`config.mk`:
```
export PLATFORM = sky130hd
export DESIGN_NAME = control_sequencer
export DESIGN_NICKNAME = d
export VERILOG_FILES = /design/src/rtl/ctrl_pkg.sv /design/src/rtl/ctrl_decode.sv /design/src/rtl/control_sequencer.sv
export SDC_FILE = /design/constraint.sdc
export NUM_CORES = 1
export LEC_CHECK = 0
export CAP_MARGIN = 30
export CORE_MARGIN = 4
export CORE_UTILIZATION = 25
export DETAILED_ROUTE_END_ITERATION = 10
export SETUP_SLACK_MARGIN = 0.02
export SYNTH_ARGS = -nofsm -noshare
export SYNTH_HDL_FRONTEND = slang
export SYNTH_SLANG_ARGS = --single-unit
```
`constraint.sdc`:
```
create_clock -name clk -period 3.6 [get_ports clk]
set_input_delay 0.36 -clock clk [delete_from_list [all_inputs] [get_ports clk]]
set_output_delay 0.36 -clock clk [all_outputs]
set_load 0.005 [all_outputs]
```
`src/rtl/ctrl_pkg.sv`:
```
// Shared types and constants for the fetch/execute control sequencer.
package ctrl_pkg;

  localparam int CTRL_W = 14;

  // Bit positions inside the control word, MSB (loadIR) down to LSB (doJump)
  localparam int CTRL_LOAD_IR     = 13;
  localparam int CTRL_LOAD_PC     = 12;
  localparam int CTRL_LOAD_A      = 11;
  localparam int CTRL_LOAD_B      = 10;
  localparam int CTRL_LOAD_X      = 9;
  localparam int CTRL_DO_OUT      = 8;
  localparam int CTRL_STORE_MEM   = 7;
  localparam int CTRL_ASSERT_M    = 6;
  localparam int CTRL_ASSERT_E    = 5;
  localparam int CTRL_ASSERT_A    = 4;
  localparam int CTRL_ASSERT_X    = 3;
  localparam int CTRL_IMMEDIATE   = 2;
  localparam int CTRL_DO_SUBTRACT = 1;
  localparam int CTRL_DO_JUMP     = 0;

  typedef enum logic [1:0] {FETCH, EXEC, PAUSE, HALT} state_t;

  localparam logic [2:0] SRC_IMM = 3'd0;
  localparam logic [2:0] SRC_MEM = 3'd1;
  localparam logic [2:0] SRC_A   = 3'd2;
  localparam logic [2:0] SRC_X   = 3'd3;
  localparam logic [2:0] SRC_ADD = 3'd4;
  localparam logic [2:0] SRC_SUB = 3'd5;

  localparam logic [2:0] DST_A   = 3'd0;
  localparam logic [2:0] DST_B   = 3'd1;
  localparam logic [2:0] DST_X   = 3'd2;
  localparam logic [2:0] DST_OUT = 3'd3;
  localparam logic [2:0] DST_MEM = 3'd4;
  localparam logic [2:0] DST_JMP = 3'd5;
  localparam logic [2:0] DST_JZ  = 3'd6;
  localparam logic [2:0] DST_JC  = 3'd7;

endpackage

```
`src/rtl/ctrl_decode.sv`:
```
// Combinational decode of sequencer state, instruction and flags into the control word.
module ctrl_decode
  import ctrl_pkg::*;
(
  input  state_t            state,
  input  logic [7:0]        ir,
  input  logic              flag_z,
  input  logic              flag_c,
  output logic [CTRL_W-1:0] ctrl,
  output logic              pc_inc,
  output logic              is_illegal,
  output logic              uses_mem
);

  logic [2:0] src;
  logic [2:0] dst;

  assign src = ir[2:0];
  assign dst = ir[5:3];

  always_comb begin
    ctrl       = '0;
    pc_inc     = 1'b0;
    is_illegal = 1'b0;
    case (state)
      FETCH: begin
        ctrl[CTRL_LOAD_IR]   = 1'b1;
        ctrl[CTRL_ASSERT_M]  = 1'b1;
        ctrl[CTRL_IMMEDIATE] = 1'b1;
        pc_inc               = 1'b1;
      end
      EXEC: begin
        // Memory has a single port, so Mem[X] <= Mem[X] cannot be executed
        is_illegal = (ir[7:6] != 2'b00) || (src > SRC_SUB) ||
                     ((dst == DST_MEM) && (src == SRC_MEM));
        if (!is_illegal) begin
          case (src)
            SRC_IMM: begin
              ctrl[CTRL_ASSERT_M]  = 1'b1;
              ctrl[CTRL_IMMEDIATE] = 1'b1;
              pc_inc               = 1'b1;
            end
            SRC_MEM: ctrl[CTRL_ASSERT_M] = 1'b1;
            SRC_A:   ctrl[CTRL_ASSERT_A] = 1'b1;
            SRC_X:   ctrl[CTRL_ASSERT_X] = 1'b1;
            SRC_ADD: ctrl[CTRL_ASSERT_E] = 1'b1;
            SRC_SUB: begin
              ctrl[CTRL_ASSERT_E]    = 1'b1;
              ctrl[CTRL_DO_SUBTRACT] = 1'b1;
            end
            default: ;
          endcase
          case (dst)
            DST_A:   ctrl[CTRL_LOAD_A]    = 1'b1;
            DST_B:   ctrl[CTRL_LOAD_B]    = 1'b1;
            DST_X:   ctrl[CTRL_LOAD_X]    = 1'b1;
            DST_OUT: ctrl[CTRL_DO_OUT]    = 1'b1;
            DST_MEM: ctrl[CTRL_STORE_MEM] = 1'b1;
            DST_JMP: begin
              ctrl[CTRL_LOAD_PC] = 1'b1;
              ctrl[CTRL_DO_JUMP] = 1'b1;
            end
            DST_JZ: begin
              ctrl[CTRL_LOAD_PC] = flag_z;
              ctrl[CTRL_DO_JUMP] = flag_z;
            end
            DST_JC: begin
              ctrl[CTRL_LOAD_PC] = flag_c;
              ctrl[CTRL_DO_JUMP] = flag_c;
            end
          endcase
        end
      end
      default: ;
    endcase
  end

  assign uses_mem = ctrl[CTRL_ASSERT_M] | ctrl[CTRL_STORE_MEM];

endmodule

```
`src/rtl/control_sequencer.sv`:
```
// Fetch/execute sequencer with memory stalls, halt/pause, illegal-opcode halt and retire counter.
// Optional single-step out of PAUSE is enabled by defining SINGLE_STEP_EN.
module control_sequencer
  import ctrl_pkg::*;
#(
  parameter int CNT_W = 16
) (
  input  logic              clk,
  input  logic              reset,
  input  logic [7:0]        ir,
  input  logic              flag_z,
  input  logic              flag_c,
  input  logic              mem_ready,
  input  logic              halt_req,
  input  logic              step,
  output logic [CTRL_W-1:0] ctrl,
  output logic              pc_inc,
  output logic              halted,
  output logic              illegal,
  output logic [CNT_W-1:0]  retired
);

  state_t state;
  logic   is_illegal;
  logic   uses_mem;
  logic   stall;
  logic   step_mode;
  logic   step_go;

  ctrl_decode u_decode (
    .state      (state),
    .ir         (ir),
    .flag_z     (flag_z),
    .flag_c     (flag_c),
    .ctrl       (ctrl),
    .pc_inc     (pc_inc),
    .is_illegal (is_illegal),
    .uses_mem   (uses_mem)
  );

  assign stall  = uses_mem & ~mem_ready;
  assign halted = (state == PAUSE) || (state == HALT);

`ifdef SINGLE_STEP_EN
  logic step_q;

  assign step_go = (state == PAUSE) && halt_req && step && !step_q;

  // step_mode carries one stepped instruction from PAUSE back to PAUSE
  always_ff @(posedge clk or posedge reset) begin
    if (reset) begin
      step_q    <= 1'b0;
      step_mode <= 1'b0;
    end else begin
      step_q <= step;
      if (step_go)
        step_mode <= 1'b1;
      else if ((state == EXEC) && (is_illegal || !stall))
        step_mode <= 1'b0;
    end
  end
`else
  logic unused_step;

  assign step_mode   = 1'b0;
  assign step_go     = 1'b0;
  assign unused_step = step;
`endif

  always_ff @(posedge clk or posedge reset) begin
    if (reset) begin
      state   <= FETCH;
      illegal <= 1'b0;
      retired <= '0;
    end else begin
      case (state)
        FETCH: begin
          if (!stall)
            state <= (halt_req && !step_mode) ? PAUSE : EXEC;
        end
        EXEC: begin
          if (is_illegal) begin
            state   <= HALT;
            illegal <= 1'b1;
          end else if (!stall) begin
            retired <= retired + CNT_W'(1);
            state   <= step_mode ? PAUSE : FETCH;
          end
        end
        PAUSE: begin
          if (step_go || !halt_req)
            state <= FETCH;
        end
        default: state <= HALT;
      endcase
    end
  end

endmodule

```
# Word-level counts from Yosys, hierarchy flattened

Cells that the tools add are included.

Bits in registers: 19
Bits of input ports: 15
Word-level logic and storage cells: 69

Bitwise logic cells: 5
Mux-type cells: 28
Add/sub/neg operators: 1
Reduce and logical (&&, ||, !) cells: 13
Eq/ne operators: 18
Magnitude comparators: 1

Operators with widths:

| operator                                                        | count |
|---|---|
| 3-bit == test, second input constant                            | 6 |
| 16-bit by 1-bit adder with 16-bit output, second input constant | 1 |
| 1-bit two-way mux                                               | 14 |
| 13-bit two-way mux                                              | 1 |
| 3-bit by 2-bit == test with 1-bit output, second input constant | 4 |
| 2-bit two-way mux                                               | 6 |
| 3-bit by 1-bit == test with 1-bit output, second input constant | 2 |
| 3-bit zero test                                                 | 2 |
| 6-bit two-way mux                                               | 1 |
| 1-bit one-hot mux with 2 select lines                           | 3 |
| 2-bit one-hot mux with 3 select lines                           | 1 |
| 3-bit AND reduction                                             | 2 |
| 2-bit == test, second input constant                            | 2 |
| 2-bit inequality test, second input constant                    | 2 |
| 2-bit OR reduction                                              | 2 |
| 3-bit greater-than comparator, second input constant            | 1 |
| 1-bit logical OR                                                | 3 |
| 3-bit two-way mux                                               | 1 |
| 3-bit inequality test, second input constant                    | 1 |
| 1-bit NOT                                                       | 3 |
| 1-bit one-hot mux with 3 select lines                           | 1 |
| 2-bit by 1-bit == test with 1-bit output, second input constant | 1 |
| 2-bit zero test                                                 | 1 |
| 2-bit AND reduction                                             | 1 |
| other kinds (4)                                                 | 4 |

# Logic depth before layout (Yosys ltp)

Word-level depth: 10
Mapped depth: 7
Mapped depth without buffers: 5

# Hierarchy

From an unflattened synthesis, not the netlist that was laid out.

Cell total of the unflattened synthesis: 109
Area, all modules: 1148.6 µm²

Modules (own cells, without submodules):

| module            | sequential area each (µm²) | cells an instance | instances | area an instance (µm²) |
|---|---|---|---|---|
| control_sequencer | 475.5                      | 73                | 1         | 894.6 |
| ctrl_decode       | 0.0                        | 36                | 1         | 254.0 |

# Least setup slack after synthesis

Ideal clock, no wire load.

Kind: input to output
Start: input ir[1]
End: output ctrl[2]
Required time: 3.240 ns
Stages: 5
Path slack: 1.516 ns
Arrival time: 1.724 ns
Cells stage by stage: buf_6 -> a211o_1 -> or3_1 -> o41ai_1 -> buf_4

Cells in the longest elaborated chain, start to end: 5
Elaborated cells on any way between the ends: 9
Classes of those cells: order compare: 1; eq/ne: 1; mux: 3; reduce/logical: 4

Ends and longest elaborated chain:

| what                                                                                      | RTL line                             | RTL |
|---|---|---|
| from (decl)                                                                               | control_sequencer.sv:10              | `input logic [7:0] ir,` |
| 3-bit greater-than comparator or 3-bit by 1-bit == test with 1-bit output (tied branches) | ctrl_decode.sv:34, ctrl_decode.sv:35 |  |
| 1-bit logical OR or 1-bit logical AND (tied branches)                                     | ctrl_decode.sv:34, ctrl_decode.sv:35 |  |
| 1-bit logical OR                                                                          | ctrl_decode.sv:34                    | `is_illegal = (ir[7:6] != 2'b00) \|\| (src > SRC_SUB) \|\|` |
| 13-bit two-way mux (*)                                                                    | ctrl_decode.sv:36                    | `if (!is_illegal) begin` |
| 1-bit one-hot mux with 2 select lines (*)                                                 | ctrl_decode.sv:25                    | `case (state)` |
| to (decl)                                                                                 | control_sequencer.sv:16              | `output logic [CTRL_W-1:0] ctrl,` |

Every way passes the cells marked *; elsewhere a longest branch is shown, timed or not.

# Worst setup path in the final report

Start: input ir[2]
End: output ctrl[10]

Cells in the longest elaborated chain, start to end: 5
Elaborated cells on any way between the ends: 7
Classes of those cells: order compare: 1; eq/ne: 1; mux: 2; reduce/logical: 3

Ends and longest elaborated chain:

| what                                                                                      | RTL line |
|---|---|
| 3-bit greater-than comparator or 3-bit by 1-bit == test with 1-bit output (tied branches) | ctrl_decode.sv:34, ctrl_decode.sv:35 |
| 1-bit logical OR or 1-bit logical AND (tied branches)                                     | ctrl_decode.sv:34, ctrl_decode.sv:35 |
| 1-bit logical OR (*)                                                                      | ctrl_decode.sv:34 |
| 13-bit two-way mux (*)                                                                    | ctrl_decode.sv:36 |
| 6-bit two-way mux (*)                                                                     | ctrl_decode.sv:25 |

Marked as above.

==> impl_results.md <==
- Rows: 24
- Clock Path Buffers: 2
- Vias in the first global route: 989
- Share of layout cells above drive strength 1: 0.0807
- Post-DP HPWL: 2180 um
- DIE AREA: 5650 um^2
- Via count: 1002
- Reg clk slew, reported paths: 0.06 ns
- CTS tree: built
- Synth warn: 0
- Diode count: 0
- TritonRoute pass-1 iters: 4
- Setup Viol. Count Final: 0
- MaxCap Viol Count: 0
- Worst setup margin: 0.438 ns
- Post_cts resized: 0
- Starting density of the core: 0.259
- Vias per cell: 4.70
- Die H: 75.2 um
- Max-slew headroom: 0.526
- Skew-Pair Late Insertion Delay: 0.25 ns
- DRT Wirelength: 2820 um
- Largest net degree at the start of global routing: 20
- Arrival time at the worst endpoint: 2.80 ns
- Yosys cell types: 36
- R2r startpoint: state[1]$_DFFE_PP0P_
- Pwr Total: 640 uW
- Area growth from synthesis to layout: 46.5%
- Yosys top cell area share: 0.422
- Hold Path Class: reg -> reg
- NumNets Final: 178
- Pins over their slew limit: 0
- Mapped Cells: 117
- Tot GR Track Use: 0.101
- Grt ovf: 0
- DIE WIDTH: 75.2 um
- First-pass GRT wire length: 4570 um
- Sequential share of the synthesized area: 0.422
- Critical Path End Type: primary output
- Lkg Pwr: 0.644 nW
- Initial DRC Count: 55
- Dpl ws: 0.431 ns
- Peak per-stage delay on the critical path: 0.63 ns
- DRC Markers: 0
- Post CTS Setup Buffer Count: 0
- Wirelength per Cell: 13.3 um
- Worst Hold Launch: retired[15]$_DFFE_PP0P_
- Top-Level Pins: 48
- TNS Setup: 0 ns
- Critical path type: in -> out
- RD Place Congestion: 0.770
- Number of buffers inserted by port buffering: 46
- Worst Setup SP: ir[2]
- Critical Path Most Common Cell: clkdlybuf4s50_1
- Fmax: 316 MHz
- Clock sinks: 19
- Synth area leader: dfrtp_1
- Fin crit period: 3.16 ns
- Worst-path maximum fanout: 9
- Slew of the pin with the lowest slew margin: 0.710 ns
- RSZ-0062 raised after global routing: false
- Most frequent cells in the layout: clkdlybuf4s50_1, dfrtp_1, nand2_1
- Critical Path RT: 3.24 ns
- CTS Buf Count: 3
- Synth Register Bits: 19
- Most common cell after layout, fill and taps aside: clkdlybuf4s50_1
- Mapped Area: 1130 um^2
- Mapped Nets: 133
- Cell Chain, Critical Path: clkdlybuf4s50_1, nor2_1, and3_1, or3_1, or3b_1, nor3_1, clkdlybuf4s50_1
- Startpoint types: input pin
- Final Hold Viols: 0
- Initial antenna violation count: 0
- Area of the core: 4350 um^2
- Clk_skew: 0.00597 ns
- Final period util: 0.878
- Hold-fix buffers at CTS: 0
- Antenna-violating nets left: 0
- Max H-tree Level: 1
- Slowest cell on the critical path: clkdlybuf4s50_1
- Top cells by area, synth: dfrtp_1, xnor2_1, nand2_1
- Root buffer cell: clkbuf_8
- Final Core Density: 0.379
- Pwr Density: 388 nW/um^2
- Syn avg cell area: 9.64 um^2
- Outcome: completed
- Max VDD drop: 266 uV
- Reg2reg setup slack: 1.71 ns
[per-stage QoR]
stage	instance area (um^2)	std cells	hold WS [ns]
5_1_grt	1650	213	0.504
3_5_place_dp	1610	209	0.470
4_1_cts	1650	213	0.491
6_report	1650	213	0.487
3_3_place_gp	1610	209	0.465
2_1_floorplan	1130	117	0.311
[cell families after synthesis]
| kind of cell | after synthesis | synth area share |
|---|---|---|
| adders and majority gates | 1 | 0.0111 |
| AOI/OAI and AO/OA | 12 | 0.0733 |
| muxes | 1 | 0.00999 |
| and+or+nand+nor | 59 | 0.306 |
| DFF | 19 | 0.422 |
| xor gates and xnor gates | 15 | 0.123 |
| buffers and inverters | 10 | 0.0544 |
[report_power, final]
group / switching (mW) / total, mW / internal (mW)
clock: 0.0627 / 0.141 / 0.0783
combinational: 0.0870 / 0.219 / 0.132
sequential: 0.0383 / 0.280 / 0.242
total: 0.188 / 0.640 / 0.452
[Yosys cell counts (all sizes together)]
cell    count
inv         4
o21bai      1
a311o       1
dfrtp      19
o32ai       1
nor3b       4
nand2b      3
nor4b       1
nor2        8
nor3        5
nand3       3
nand2      16
a211o       1
o21ai       6
clkbuf      1
and3        4
xor2        2
buf         5
o41ai       1
xnor2      13
ha          1
or3b        2
o31ai       1
or2         2
mux2        1
or3         1
nor4        4
nand4       6
[sequential cells by signal (all words and copies together), names as in the netlist]
register / cells
illegal: 1
retired: 16
state: 2
[per-layer routing]
layer  vias to the layer above  share of wire  wire length, um  global-route usage
met3                         2          0.096              270              0.0174
met1                       463           0.47             1320               0.140
li1                        492              -                -                   -
met4                         0         0.0025                7              0.0117
met2                        45           0.43             1230               0.170
met5                         -              0                0                   0
[critical path: cells and delay by family]
| family | cells | cell delay [ns] |
|---|---|---|
| and+or+nand+nor | 5 | 1.29 |
| buffers and inverters | 2 | 1.16 |
[final timing paths]
| path | endpoint | cells past startpoint |
|---|---|---|
| max in group asynchronous | retired[6]$_DFFE_PP0P_ | 2 |
| worst min-delay path | retired[15]$_DFFE_PP0P_ | 1 |
| min in group asynchronous | retired[7]$_DFFE_PP0P_ | 2 |
| worst min register to register | retired[15]$_DFFE_PP0P_ | 1 |
| worst max-delay path | ctrl[10] | 7 |
| worst max register to register | retired[1]$_DFFE_PP0P_ | 4 |
[cell type report]
class | instances | area [um^2]
repair buffers | 46 | 460
flip-flops and latches | 19 | 475
multi-input cells | 88 | 591
fillers | 426 | 2700
clock buffers | 4 | 45.0
inverters | 4 | 15.0
well taps | 52 | 65.1
(Power assumes the default switching activity.)
==> RTL edit 1 (same flow settings) <==
Re-encode `state_t` (4 states) as Gray code, 2 bits wide.
--- a/src/rtl/ctrl_pkg.sv
+++ b/src/rtl/ctrl_pkg.sv
@@ -21,3 +21,3 @@
 
-  typedef enum logic [1:0] {FETCH, EXEC, PAUSE, HALT} state_t;
+  typedef enum logic [1:0] {FETCH = 2'b00, EXEC = 2'b01, PAUSE = 2'b11, HALT = 2'b10} state_t;
 
Formal check against the unedited RTL: no difference found for any inputs over 10 cycles, from zero or initial values and one cycle with reset high; not proved beyond that.
==> RTL edit 1 against the unedited design <==
- total power grew 0.11%
- first-iteration DRC count grew 16%
- fmax grew 0.47%
- clock skew shrank 0.0022 ns
- sequential cell count is the same
- routed wire length grew 18%
- sequential share of layout area shrank 1.3 points
- cell area grew 4.8%
- clock power grew 4%
- worst setup slack gained 0.015 ns
- synthesized area grew 5.4%
==> RTL edit 1: results (changes against the unedited design) <==
status complete, no violations; initial antenna violation count 0 (unchanged); total number of yosys warnings 0 (unchanged); Syn Nets 139 (+4.5%); Sw Ratio 0.319 (+0.0252); Worst path slowest cell clkdlybuf4s50_1; share of flip-flops with an asynchronous set or reset 1.00 (unchanged); hpwl dp 2590 um (+19%); Setup Buffers After CTS 0 (unchanged); gpl congestion 0.758 (-1.5%); CP top delay family buffers and inverters; static leakage 0.000650 uW (+1.0%); Peak VDD IR 0.000281 V (+5.7%); register area share after synthesis 0.400 (-0.0218); Clock Pin Slew Worst Setup and Hold Paths roughly 0.070 ns; clock skew 0.00377 ns (-0.00220 ns); post-synthesis cell type count 34 (-5.6%); gr usage total 0.112 (+0.0114); clk buf depth 2 (unchanged); largest cells by area after synthesis dfrtp_1 40%, xnor2_1 11%, nand4_1 6.3%; CP Max Fanout 7 (-2); hold crit path type reg2reg; wire length per cell 15.1 um (+14%); Filler cells 456 (+7.0%); Main synth FF type dfrtp_1; first-pass GRT wire length 5580 um (+22%); CTS Root Cell clkbuf_8; Pre-Repair DR Iteration Count 4 (unchanged); crit path DAT 2.79 ns (about the same); H-tree lvl count 1 (unchanged); Slew @ Worst Pin 0.715 ns (+0.00509 ns); Resize count post-CTS 0 (unchanged); largest net degree at the start of global routing 20 (unchanged); PortBufs 46 (unchanged); pre-CTS setup slack 0.505 ns (+0.0740 ns); Diodes inserted 0 (unchanged); biggest regs retired: 16 flops, state: 2 flops, illegal: 1 flops; TritonCTS Buffers 3 (unchanged); Routed Antenna Nets 0 (unchanged); First DRT Iteration DRCs 64 (+16%); routed via count 1110 (+11%); share of cells above drive strength 1 0.0888 (+0.00801); crit-path max cell delay 0.58 ns (-0.05 ns); most frequent cells after synthesis 19 x dfrtp_1, 15 x xnor2_1, 12 x nand4_1; Total Nets Final 186 (+4.5%); Worst-Skew Late Latency 0.25 ns (about the same)
==> RTL edit 1: changes by cell type after synthesis, moves of 3 or more <==
cell     before  now
a21oi_1       0    4
nand2_1      16    6
nand3_1       2   10
nand4_1       4   12
nor3b_1       4    1
nor3b_2       0    3
o21ai_0       6    1
xnor2_1      12   15
==> RTL edit 1: power groups by stage <==
stage                     logic [uW]  clock network [uW]  registers [uW]
after floorplan                  133                   0             259
after global routing             228                 162             290
after global placement           209                   0             283
after detailed placement         213                   0             286
final                            212                 146             283
after CTS                        215                 150             282
==> RTL edit 1: per-stage QoR <==
stage                     hold slack [ns]  utilization  instance area (sq um)  std cells
final                               0.481        0.387                   1730        221
after global routing                0.516        0.387                   1730        221
after CTS                           0.489        0.386                   1730        220
after detailed placement            0.467        0.375                   1680        216
after global placement              0.463        0.374                   1670        215
after floorplan                     0.311            -                   1190        123
==> RTL edit 1: area by class of cell <==
class,instances,area share
multi-input cells,91,0.372
repair buffers,49,0.276
flip-flops and latches,19,0.275
well taps,52,0.0376
clock buffers,3,0.0239
inverters,6,0.0130
clock inverters,1,0.00289
==> RTL edit 1: per-layer routing <==
layer  part of all wire  track usage  up-vias
li1                   -            -      543
met1               0.43        0.146      540
met2               0.51        0.194       21
met3              0.034       0.0164        6
met4              0.019       0.0290        0
met5                  0            0        -
==> RTL edit 1: kinds of logic (layout without fill, tap and decap cells) <==
| family | Yosys count | after routing | share of synthesized area |
|---|---|---|---|
| mux | 1 | 1 | 0.0126 |
| buf+inv | 13 | 59 | 0.0589 |
| fa+ha+maj | 1 | 1 | 0.0105 |
| xor+xnor | 15 | 15 | 0.111 |
| simple gates | 60 | 60 | 0.306 |
| flops | 19 | 19 | 0.400 |
| compound gates | 14 | 14 | 0.101 |
==> RTL edit 1: worst paths after layout <==
check                                         from                       to  depth (start not counted)  slack, ns
min in group asynchronous                    reset   retired[1]$_DFFE_PP0P_                          2       0.52
max reg2reg                   state[1]$_DFFE_PP0P_  retired[10]$_DFFE_PP0P_                          5       1.71
max in group asynchronous                    reset   retired[9]$_DFFE_PP0P_                          2       2.63
min                        retired[15]$_DFFE_PP0P_  retired[15]$_DFFE_PP0P_                          1       0.48
max                                          ir[1]                  ctrl[4]                          6       0.45
min reg2reg                retired[15]$_DFFE_PP0P_  retired[15]$_DFFE_PP0P_                          1       0.48
==> RTL edit 2 (config.mk and constraints unchanged) <==
Without the edit above. The option `SINGLE_STEP_EN` is turned on by a define.
--- a/src/rtl/control_sequencer.sv
+++ b/src/rtl/control_sequencer.sv
@@ -2,2 +2,4 @@
 // Optional single-step out of PAUSE is enabled by defining SINGLE_STEP_EN.
+`define SINGLE_STEP_EN
+
 module control_sequencer
Formal check against the unedited RTL: not equivalent (a bounded check fails within 4 cycles, from zero or initial values and one cycle with reset high).
==> RTL edit 2 against the unedited design <==
- routed wire length is 10% higher
- sequential cell count is 2 higher
- first-iteration DRC count is 5.5% higher
- worst setup slack better by 0.26 ns
- synthesized area is 10% higher
- non-clock buffer count is 1 higher
- total power is 13% higher
- largest cell class unchanged
- clock power is 9.9% higher
- cell area is 9.2% higher
==> RTL edit 2: results (changes against the unedited design) <==
Syn Nets 151 (+14%); Clock Pin Slew Worst Setup and Hold Paths 0.08 ns (+0.02 ns); status complete, no violations; Slew @ Worst Pin 0.812 ns (+0.102 ns); Placed Area 1760 sq um (+9.3%); pre-CTS setup slack 0.687 ns (+0.256 ns); CP top delay family buffers and inverters; Total Nets Final 195 (+9.6%); gr usage total 0.109 (+0.00760); CP Max Fanout 10 (+1); placed cells 241 (+15%); hold crit path type reg2reg; crit path DAT 2.54 ns (-0.26 ns); Worst Hold Path Cells 1 (unchanged); Sw Pwr 250 uW (+33%); biggest regs retired: 16 flops, state: 2 flops; cell count after synthesis 135 (+15%); First DRT Iteration DRCs 58 (+5.5%); clock skew 0.00199 ns (-0.00398 ns); wire length per cell 12.7 um (-4.3%); PortBufs 47 (+2.2%); hpwl dp 2420 um (+11%); register area share after synthesis 0.423 (+0.00121); largest net degree at the start of global routing 22 (+10%); CTS Root Cell clkbuf_8; static leakage 0.000736 uW (+14%); post-synthesis cell type count 38 (+5.6%); most frequent cells after synthesis 21 x dfrtp_1, 13 x nor2_1, 12 x nand2_1; Finished Layout Cells 245 (+15%); gpl congestion 0.793 (+3.0%); Filler cells 508 (+19%); Peak VDD IR 0.000222 V (-17%); share of cells above drive strength 1 0.0506 (-0.0302); largest cells by area after synthesis dfrtp_1 42%, xnor2_1 7.0%, nor2_1 3.9%; crit-path max cell delay 0.51 ns (-0.12 ns); Diodes inserted 0 (unchanged); R2R cell count 5 (+1); first-pass GRT wire length 5370 um (+17%)
-- RTL edit 2: cell families after synthesis --
| group | Yosys count | synth area share |
|---|---|---|
| DFF | 21 | 0.423 |
| xor gates and xnor gates | 15 | 0.106 |
| buffers and inverters | 14 | 0.0503 |
| muxes | 1 | 0.00906 |
| AOI/OAI and AO/OA | 21 | 0.121 |
| and+or+nand+nor | 62 | 0.281 |
| adders and majority gates | 1 | 0.0101 |
-- RTL edit 2: area by class of cell --
cell class	instances	area, sq um	area share
Clock buffer	3	41.3	0.0229
Clock inverter	1	5.00	0.00278
Inverter	6	22.5	0.0125
Multi-Input combinational cell	100	654	0.363
Sequential cell	21	526	0.291
Tap cell	67	83.8	0.0465
Timing Repair Buffer	47	470	0.261
-- RTL edit 2: per-layer routing --
layer / vias to the layer above / GRT usage / part of all wire
li1: 558 / - / -
met1: 506 / 0.145 / 0.47
met2: 37 / 0.170 / 0.45
met3: 5 / 0.0356 / 0.071
met4: 0 / 0.0262 / 0.0087
met5: - / 0 / 0
-- RTL edit 2: power by group through the flow --
stage | registers, uW | clock network, uW | logic [uW]
detailed placement | 323 | 0 | 251
global placement | 326 | 0 | 251
finish | 322 | 155 | 249
CTS | 321 | 162 | 254
floorplan | 299 | 0 | 161
global route | 331 | 170 | 281
-- RTL edit 2: final timing paths --
path                                          from                 endpoint  slack, ns
setup reg to reg              state[1]$_DFFE_PP0P_  retired[13]$_DFFE_PP0P_       1.71
max in group asynchronous                    reset     state[0]$_DFFE_PP0P_       2.55
hold reg to reg            retired[15]$_DFFE_PP0P_  retired[15]$_DFFE_PP0P_       0.47
setup / recovery                             ir[1]                  ctrl[1]       0.70
min in group asynchronous                    reset  retired[11]$_DFFE_PP0P_       0.55
hold / removal             retired[15]$_DFFE_PP0P_  retired[15]$_DFFE_PP0P_       0.47
